File: src/rtl/pipe_logic_chain_pkg.sv
// Shared mode encodings and the per-stage logic operation for pipe_logic_chain.
// No state; the op function is pure combinational and width-agnostic up to MAX_W.
// Backpressure: not applicable (package only).
package pipe_logic_chain_pkg;

  // Widest data path the op function supports; instances must keep W <= MAX_W.
  localparam int MAX_W = 64;

  localparam logic [1:0] MODE_PASS = 2'd0;
  localparam logic [1:0] MODE_INV  = 2'd1;
  localparam logic [1:0] MODE_ROTL = 2'd2;
  localparam logic [1:0] MODE_ANDN = 2'd3;

  // op(m,d) on the low w bits of d; rotl is {d[w-2:0], d[w-1]}.
  // Upper bits above w are always returned as zero.
  function automatic logic [MAX_W-1:0] op_apply(input logic [1:0] m,
                                                input logic [MAX_W-1:0] d,
                                                input int unsigned w);
    logic [MAX_W-1:0] mask;
    logic [MAX_W-1:0] dm;
    logic [MAX_W-1:0] rot;
    mask = (w >= MAX_W) ? {MAX_W{1'b1}} : ((MAX_W'(1) << w) - MAX_W'(1));
    dm   = d & mask;
    rot  = ((dm << 1) | (dm >> (w - 1))) & mask;
    case (m)
      MODE_PASS: op_apply = dm;
      MODE_INV:  op_apply = ~dm & mask;
      MODE_ROTL: op_apply = rot;
      default:   op_apply = dm & ~rot;
    endcase
  endfunction

endpackage

File: src/rtl/pipe_logic_chain_if.sv
// Upstream/downstream handshake bundle for pipe_logic_chain.
// No latency of its own; pure wiring.
// Backpressure: in_ready/out_ready valid-ready pairs plus the delivered-beat count.
interface pipe_logic_chain_if #(
  parameter int W     = 8,
  parameter int CNT_W = 4
);
  logic             in_valid;
  logic             in_ready;
  logic [W-1:0]     in_data;
  logic [1:0]       in_mode;
  logic             out_valid;
  logic             out_ready;
  logic [W-1:0]     out_data;
  logic [1:0]       out_mode;
  logic [CNT_W-1:0] beat_cnt;

  // Traffic source / sink side (testbench or surrounding logic).
  modport master (
    output in_valid, in_data, in_mode, out_ready,
    input  in_ready, out_valid, out_data, out_mode, beat_cnt
  );

  // Pipeline side.
  modport slave (
    input  in_valid, in_data, in_mode, out_ready,
    output in_ready, out_valid, out_data, out_mode, beat_cnt
  );
endinterface

File: src/rtl/pipe_logic_chain_stage.sv
// One elastic pipeline register applying op(mode,data) as it loads a beat.
// Latency: 1 cycle per stage.
// Backpressure: ready = !valid | next_ready, combinational from downstream; holds while stalled.
module pipe_logic_stage
  import pipe_logic_chain_pkg::*;
#(
  parameter int W = 8
) (
  input  logic         clk,
  input  logic         rst_n,
  input  logic         prev_valid,
  input  logic [W-1:0] prev_data,
  input  logic [1:0]   prev_mode,
  input  logic         next_ready,
  output logic         ready,
  output logic         valid,
  output logic [W-1:0] data,
  output logic [1:0]   mode
);

  logic [W-1:0] op_res;

  assign ready  = !valid | next_ready;
  assign op_res = W'(op_apply(prev_mode, MAX_W'(prev_data), W));

  // Load the upstream beat when free or draining; bubbles only move the valid bit.
  always_ff @(posedge clk) begin
    if (!rst_n) begin
      valid <= 1'b0;
      data  <= '0;
      mode  <= '0;
    end else if (ready) begin
      valid <= prev_valid;
      if (prev_valid) begin
        data <= op_res;
        mode <= prev_mode;
      end
    end
  end

endmodule

File: src/rtl/pipe_logic_chain.sv
// DEPTH-stage elastic chain of bitwise logic stages with a wrapping delivered-beat counter.
// Latency: DEPTH cycles accept-to-deliver, one beat per cycle throughput.
// Backpressure: in_ready ripples combinationally from out_ready; full pipe accepts while draining.
module pipe_logic_chain
  import pipe_logic_chain_pkg::*;
#(
  parameter int W     = 8,
  parameter int DEPTH = 3,
  parameter int CNT_W = 4
) (
  input  logic              clk,
  input  logic              rst_n,
  pipe_logic_chain_if.slave bus
);

  // Index k is the input side of stage k; index DEPTH is the chain output.
  logic         src_valid [DEPTH+1];
  logic [W-1:0] src_data  [DEPTH+1];
  logic [1:0]   src_mode  [DEPTH+1];
  logic         rdy       [DEPTH+1];
  logic [CNT_W-1:0] cnt_q;

  assign src_valid[0] = bus.in_valid;
  assign src_data[0]  = bus.in_data;
  assign src_mode[0]  = bus.in_mode;
  assign rdy[DEPTH]   = bus.out_ready;

  for (genvar k = 0; k < DEPTH; k++) begin : g_stage
    pipe_logic_stage #(.W(W)) u_stage (
      .clk        (clk),
      .rst_n      (rst_n),
      .prev_valid (src_valid[k]),
      .prev_data  (src_data[k]),
      .prev_mode  (src_mode[k]),
      .next_ready (rdy[k+1]),
      .ready      (rdy[k]),
      .valid      (src_valid[k+1]),
      .data       (src_data[k+1]),
      .mode       (src_mode[k+1])
    );
  end

  assign bus.in_ready  = rdy[0];
  assign bus.out_valid = src_valid[DEPTH];
  assign bus.out_data  = src_data[DEPTH];
  assign bus.out_mode  = src_mode[DEPTH];
  assign bus.beat_cnt  = cnt_q;

  // Count deliveries only; wraps naturally at 2^CNT_W.
  always_ff @(posedge clk) begin
    if (!rst_n) begin
      cnt_q <= '0;
    end else if (src_valid[DEPTH] && bus.out_ready) begin
      cnt_q <= cnt_q + CNT_W'(1);
    end
  end

endmodule
File: src/flat_wrapper.sv
// flat-port wrapper written by rule: the top's interface ports become plain ports
module pipe_logic_chain_flat import pipe_logic_chain_pkg::*;
#(
  parameter int W     = 8,
  parameter int DEPTH = 3,
  parameter int CNT_W = 4
)
  (clk, rst_n, bus_in_valid, bus_in_data, bus_in_mode, bus_out_ready, bus_in_ready, bus_out_valid, bus_out_data, bus_out_mode, bus_beat_cnt);
  pipe_logic_chain_if #(.W(W), .CNT_W(CNT_W)) bus_i ();
  input  logic clk;
  input  logic rst_n;
  input wire logic [$bits(bus_i.in_valid)-1:0] bus_in_valid;
  input wire logic [$bits(bus_i.in_data)-1:0] bus_in_data;
  input wire logic [$bits(bus_i.in_mode)-1:0] bus_in_mode;
  input wire logic [$bits(bus_i.out_ready)-1:0] bus_out_ready;
  output wire logic [$bits(bus_i.in_ready)-1:0] bus_in_ready;
  output wire logic [$bits(bus_i.out_valid)-1:0] bus_out_valid;
  output wire logic [$bits(bus_i.out_data)-1:0] bus_out_data;
  output wire logic [$bits(bus_i.out_mode)-1:0] bus_out_mode;
  output wire logic [$bits(bus_i.beat_cnt)-1:0] bus_beat_cnt;
  assign bus_i.in_valid = bus_in_valid;
  assign bus_i.in_data = bus_in_data;
  assign bus_i.in_mode = bus_in_mode;
  assign bus_i.out_ready = bus_out_ready;
  assign bus_in_ready = bus_i.in_ready;
  assign bus_out_valid = bus_i.out_valid;
  assign bus_out_data = bus_i.out_data;
  assign bus_out_mode = bus_i.out_mode;
  assign bus_beat_cnt = bus_i.beat_cnt;
  pipe_logic_chain #(.W(W), .DEPTH(DEPTH), .CNT_W(CNT_W)) u_core (.clk(clk), .rst_n(rst_n), .bus(bus_i));
endmodule
File: config.mk
export PLATFORM = sky130hd
export DESIGN_NAME = pipe_logic_chain_flat
export DESIGN_NICKNAME = d
export VERILOG_FILES = /design/src/rtl/pipe_logic_chain_pkg.sv /design/src/rtl/pipe_logic_chain_if.sv /design/src/rtl/pipe_logic_chain_stage.sv /design/src/rtl/pipe_logic_chain.sv /design/src/flat_wrapper.sv
export SDC_FILE = /design/constraint.sdc
export NUM_CORES = 1
export LEC_CHECK = 0
export ABC_AREA = 1
export CAP_MARGIN = 20
export CELL_PAD_IN_SITES_DETAIL_PLACEMENT = 0
export CELL_PAD_IN_SITES_GLOBAL_PLACEMENT = 1
export CORE_ASPECT_RATIO = 0.6
export CORE_MARGIN = 1
export CORE_UTILIZATION = 30
export CTS_CLUSTER_SIZE = 20
export DETAILED_ROUTE_END_ITERATION = 10
export HOLD_SLACK_MARGIN = 0.05
export PLACE_DENSITY_LB_ADDON = 0.08
export SLEW_MARGIN = 20
export SYNTH_ARGS = -nofsm -noshare
export SYNTH_HDL_FRONTEND = slang
export SYNTH_HIERARCHICAL = 1
export SYNTH_SLANG_ARGS = --single-unit
File: constraint.sdc
create_clock -name clk -period 2.27 [get_ports clk]
set_input_delay 0.5675 -clock clk [delete_from_list [all_inputs] [get_ports clk]]
set_output_delay 0.5675 -clock clk [all_outputs]
set_load 0.05 [all_outputs]
==> qor.csv, run 1 <==
metric;value;unit
HP Class;reg -> reg;
Root Buffer;clkbuf_16;
Pre-antenna DRT Iters;4;
number of synthesized flops with an enable pin;0;
Finished Core Util;38.0;%
post-route clock period utilization;96.6;%
Syn Inst Count;351;
# fillers;831;
Peak Freq;456;MHz
synth top area cells;dfxtp_1 31%, nand2_1 19%, nand3_2 9.9%, nand2_2 6.5%, a21oi_1 6.4%;
post-synth top area share;30.6;%
post_cts resized;0;
boundary pin count;30;
ys async rst share;0;%
relative slew slack;60.5;%
Worst Path Required;1.70;ns
hold path start;u_core/g_stage[2].u_stage/data[6];
Setup CP Type;in -> out;
CP endpoint kind;output port;
post-route cell area;2870;um2
share of cells above drive strength 1;25.8;%
Syn Nets;366;
# DRC;0;
GP Congestion;0.696;
maxcap violations;0;
CP Launch Type;primary input;
Hold Path Depth;2;
# hold bufs at CTS;0;
routed via count;2078;
setup tns final;0;ns
Die H;71.6;um
Die Wd;118;um
slowest stage cell, crit path;clkdlybuf4s50_1;
RSZ-0062 raised after global routing;no;
Worst Path Max Fanout;3;
wirelength, routed;5000;um
PortBufs;29;
initial core utilization;32.1;%
wire length per cell;10.4;um
TritonCTS clock tree;yes;
area delta synth->final;18.4;%
Finished Layout Cells;480;
Placed Cells;472;
core area;7540;um2
status;completed;
#FFs+latches synth;37;
Max Root-Sink Buffers;2;
antenna diode count;0;
Post-CTS Setup Repair Bufs;0;
worst path cell trace;clkdlybuf4s50_1 -> inv_1 -> nand2_4 -> inv_1 -> nand2_4 -> inv_1 -> nand2_4 -> buf_12;
largest net degree at the start of global routing;19;
Syn Area/Cell;6.90;um2
Final min period;2.19;ns
Slew Viols, Final;0;
H-tree depth;2;
vias in the first global route;1900;
RR Endpoint;u_core/g_stage[0].u_stage/mode[1];
LEAKAGE;1.27;nW
Tightest Pin Transition;0.591;ns
Placed Area;2690;um2
num rows;24;
Setup violations, final;0;
Power Dens Cells;653;nW/um2
Clock Skew;0.00382;ns
Via density;4.33;
most numerous cell in the Yosys netlist;nand2_1;
post-synthesis sequential area ratio;30.6;%
count of cell types in the netlist;20;
total global-route track usage;13.7;%
Final Hold Fails;0;
Sink Count;37;
Post-synth top cells;125 x nand2_1, 37 x dfxtp_1, 31 x a21oi_1;
final net count;390;
mapped cell area;2420;um2
worst path arrival time;1.63;ns
Hold EP;u_core/g_stage[2].u_stage/data[6];
Routed Antenna Nets;0;
GRT Residual Overflow;0;
clock-pin slew on the worst setup and hold paths;0.06;ns
worst r2r src;u_core/g_stage[2].u_stage/valid;
Worst R2R Path Depth;9;
Die ar.;8450;um2
number of CTS-inserted buffers;5;
IR drop worst, VDD;0.246;mV
Top FF cell, synth;dfxtp_1;
first-pass GRT wire length;9200;um
DPL Wire Length;4060;um
antenna violations before repair;0;
DR iter-0 viols;95;
max incr delay on CP;0.44;ns
Synth Warn #;6;
r2r setup slk;0.93;ns
largest area contributor in the netlist;dfxtp_1;
clock latency at the later pin of the worst-skew pair;0.28;ns
-- layout make-up --
type                       instances  area (um2)  share of cell area (%)
clock buffer                       6         139                    4.84
clock inverter                     2        37.5                    1.31
inverter                          41         176                    6.15
multi-input combinational        258        1320                    46.1
sequential                        37         741                    25.8
tap                              104         130                    4.54
timing repair buffer              32         323                    11.3
-- metal layers --
layer  global-route usage [%]  up-vias  share of wire [%]
met3                     4.22        5                3.3
met4                     2.56        0               0.52
met5                        0        -                  0
li1                         -     1150                  -
met1                     21.2      899                 62
met2                     18.2       24                 34
-- cells by family (layout without fill, tap and decap cells) --
| group | count (synthesis) | in the layout | synth area share [%] |
|---|---|---|---|
| AND/OR/NAND/NOR | 219 | 219 | 46.2 |
| buffers and inverters | 56 | 81 | 14.9 |
| flip-flops | 37 | 37 | 30.6 |
| AO/OA/AOI/OAI | 38 | 38 | 7.85 |
| adder cells (fa/ha/maj) | 1 | 1 | 0.516 |
-- power by group --
part / switching (W) / internal [W]
logic: 0.000210 / 0.000125
registers: 0.0000386 / 0.000683
clock network: 0.000269 / 0.000548
-- stage by stage --
step / setup WS [ns] / hold WS [ns] / power [W]
floorplan: 0.530 / 0.444 / 0.00102
global placement: 0.0746 / 0.456 / 0.00107
detailed placement: 0.0801 / 0.456 / 0.00107
CTS: 0.0700 / 0.465 / 0.00191
global route: 0.0105 / 0.487 / 0.00200
finish: 0.0775 / 0.465 / 0.00187
-- sequential cells by signal, indices dropped and copies added (netlist names) --
name / cells
u_core/bus.beat_cnt: 4
u_core/g_stage.u_stage/mode: 6
u_core/g_stage.u_stage/valid: 3
u_core/g_stage.u_stage/data: 24
-- how the worst max path moves through the flow --
| stage | from | to | cells past startpoint |
|---|---|---|---|
| final | bus_out_ready | bus_in_ready | 8 |
| after global routing | bus_out_ready | bus_in_ready | 8 |
| after CTS | bus_out_ready | bus_in_ready | 8 |
| after detailed placement | bus_out_ready | bus_in_ready | 8 |
| after global placement | bus_out_ready | bus_in_ready | 8 |
| after floorplan | u_core/g_stage[2].u_stage/valid | bus_in_ready | 5 |
-- critical path, delay by kind of cell --
kind          cells  cell delay (ns)
buf+inv           5             0.86
simple gates      3             0.19
-- layout by cell type, fill, tap and decap left out, drive strengths merged --
cell type,count
a21oi,31
buf,4
bufinv,1
clkbuf,6
clkdlybuf4s50,28
clkinvlp,1
dfxtp,37
ha,1
inv,41
nand2,156
nand3,50
nor2,12
nor3,1
o21ai,7
Power figures use the tool's default switching activity.
==> run 2: changes to the inputs <==
- CTS_BUF_LIST: not set -> sky130_fd_sc_hd__clkbuf_8
==> run 2 against run 1 <==
Net effect: critical path depth is the same; core utilization shrank 0.75 points; clock power shrank 26%; largest power group is now sequential cells; worst hold slack gained 0.0026 ns; largest cell class unchanged; non-clock buffer count is the same; combinational power is essentially flat; critical endpoint unchanged; clock skew grew 0.0043 ns; global-route usage shrank 0.053 points; first-iteration DRC count grew 2.1%; critical path type unchanged; worst setup slack gained 0.00080 ns; sequential share of layout area grew 0.52 points; final cell count is the same.
==> qor.csv, run 2 (synthesis results as in run 1) <==
metric;value;unit;change
Peak Freq;456;MHz;about the same
core area;7540;um2;unchanged
share of cells above drive strength 1;25.8;%;unchanged
final net count;390;;unchanged
register share of total power;43.3;%;was 38.5%
antenna diode count;0;;unchanged
switching portion of total power;30.0;%;was 27.6%
HP Class;reg -> reg;;unchanged
most frequent cells in the layout;125 x nand2_1, 37 x dfxtp_1, 31 x a21oi_1, 28 x clkdlybuf4s50_1, 26 x nand3_1;;unchanged
max reg flops;24;;unchanged
Finished Core Util;37.3;%;was 38.0%
Worst Path Max Fanout;3;;unchanged
worst path cell trace;clkdlybuf4s50_1 -> inv_1 -> nand2_4 -> inv_1 -> nand2_4 -> inv_1 -> nand2_4 -> buf_12;;unchanged
Slew Viols, Final;0;;unchanged
boundary pin count;30;;unchanged
Worst Path Required;1.70;ns;about the same
power share of the clock group;36.6;%;was 43.6%
combinational share of power;20.1;%;was 17.9%
num rows;24;;unchanged
post-route cell area;2810;um2;was 2870 um2
multi-input logic area;1320;um2;unchanged
Pre-antenna DRT Iters;4;;unchanged
Via density;4.33;;about the same
Routed Antenna Nets;0;;unchanged
routed via count;2077;;was 2078
maxcap violations;0;;unchanged
LEAKAGE;1.24;nW;was 1.27 nW
initial core utilization;32.1;%;unchanged
number of CTS-inserted buffers;5;;unchanged
first-pass GRT wire length;9180;um;was 9200 um
max incr delay on CP;0.44;ns;about the same
DPL Wire Length;4060;um;unchanged
clock-pin slew on the worst setup and hold paths;0.08;ns;was 0.06 ns
Max Root-Sink Buffers;2;;unchanged
clock latency at the later pin of the worst-skew pair;0.30;ns;was 0.28 ns
Power Dens Cells;591;nW/um2;was 653 nW/um2
Root Buffer;clkbuf_8;;was clkbuf_16
post_cts resized;0;;unchanged
GRT Residual Overflow;0;;unchanged
PortBufs;29;;unchanged
Die Wd;118;um;unchanged
Final Hold Fails;0;;unchanged
hold slack;0.467;ns;was 0.465 ns
largest net degree at the start of global routing;19;;unchanged
TritonCTS clock tree;yes;;unchanged
Die H;71.6;um;unchanged
total global-route track usage;13.7;%;about the same
wire length per cell;10.4;um;about the same
# DRC;0;;unchanged
Final min period;2.19;ns;about the same
worst path arrival time;1.62;ns;was 1.63 ns
Internal;0.00116;W;was 0.00136 W
Post-CTS Setup Repair Bufs;0;;unchanged
slowest stage cell, crit path;clkdlybuf4s50_1;;unchanged
antenna violations before repair;0;;unchanged
Setup violations, final;0;;unchanged
H-tree depth;2;;unchanged
Net Switching;0.000499;W;was 0.000517 W
# fillers;834;;was 831
RSZ-0062 raised after global routing;no;;unchanged
vias in the first global route;1898;;was 1900
Setup CP Type;in -> out;;unchanged
CP Launch Type;primary input;;unchanged
commonest non-fill, non-tap cell in the layout;nand2_1;;unchanged
wirelength, routed;5000;um;about the same
DR iter-0 viols;97;;was 95
GP Congestion;0.696;;unchanged
Die ar.;8450;um2;unchanged
setup tns final;0;ns;unchanged
area delta synth->final;16.1;%;was 18.4%
Sink Count;37;;unchanged
IR drop worst, VDD;0.265;mV;was 0.246 mV
Placed Area;2690;um2;unchanged
# hold bufs at CTS;0;;unchanged
post-route clock period utilization;96.6;%;about the same
CP endpoint kind;output port;;unchanged
Top reg by flops;u_core/g_stage.u_stage/data;;unchanged
Clock Skew;0.00809;ns;was 0.00382 ns
Tightest Pin Transition;0.592;ns;was 0.591 ns
status;completed;;unchanged
register area;741;um2;unchanged
relative slew slack;60.5;%;about the same
-- run 2: power groups by stage --
stage	logic, W	registers, W	clock network, W
after CTS	0.000340	0.000721	0.000635
final	0.000335	0.000720	0.000608
after detailed placement	0.000339	0.000736	0
after floorplan	0.000274	0.000743	0
after global routing	0.000384	0.000728	0.000670
after global placement	0.000337	0.000735	0
-- run 2: cell type report --
type,count,share of cell area (%)
clock buffers,6,2.94
clock inverters,2,1.34
inverters,41,6.28
multi-input cells,258,47.0
flip-flops and latches,37,26.3
well taps,104,4.63
repair buffers,32,11.5
-- run 2: worst paths after layout --
kind                                                         from                                end  cells past startpoint  slack, ns
worst min register to register  u_core/g_stage[2].u_stage/data[7]  u_core/g_stage[2].u_stage/data[7]                      2       0.47
worst max-delay path                                bus_out_ready                       bus_in_ready                      8       0.08
worst max register to register    u_core/g_stage[2].u_stage/valid  u_core/g_stage[0].u_stage/mode[1]                      9       0.93
worst min-delay path            u_core/g_stage[2].u_stage/data[7]  u_core/g_stage[2].u_stage/data[7]                      2       0.47
-- run 2: metal layers --
metal,share of wire [%],track usage (%),vias up
met5,0,0,-
met4,0.62,2.56,0
met2,34,18.2,21
met1,62,21.1,904
li1,-,-,1148
met3,3.3,4.22,4
-- run 2: worst max-delay path, delay by kind of cell --
family                 cells  cell delay, ns
buffers and inverters      5            0.86
and+or+nand+nor            3            0.19
-- run 2: stage by stage --
step,power [W],setup slack (ns),instances
finish,0.00166,0.0783,480
global route,0.00178,0.0105,480
CTS,0.00170,0.0700,480
detailed placement,0.00107,0.0801,472
global placement,0.00107,0.0746,472
floorplan,0.00102,0.530,351
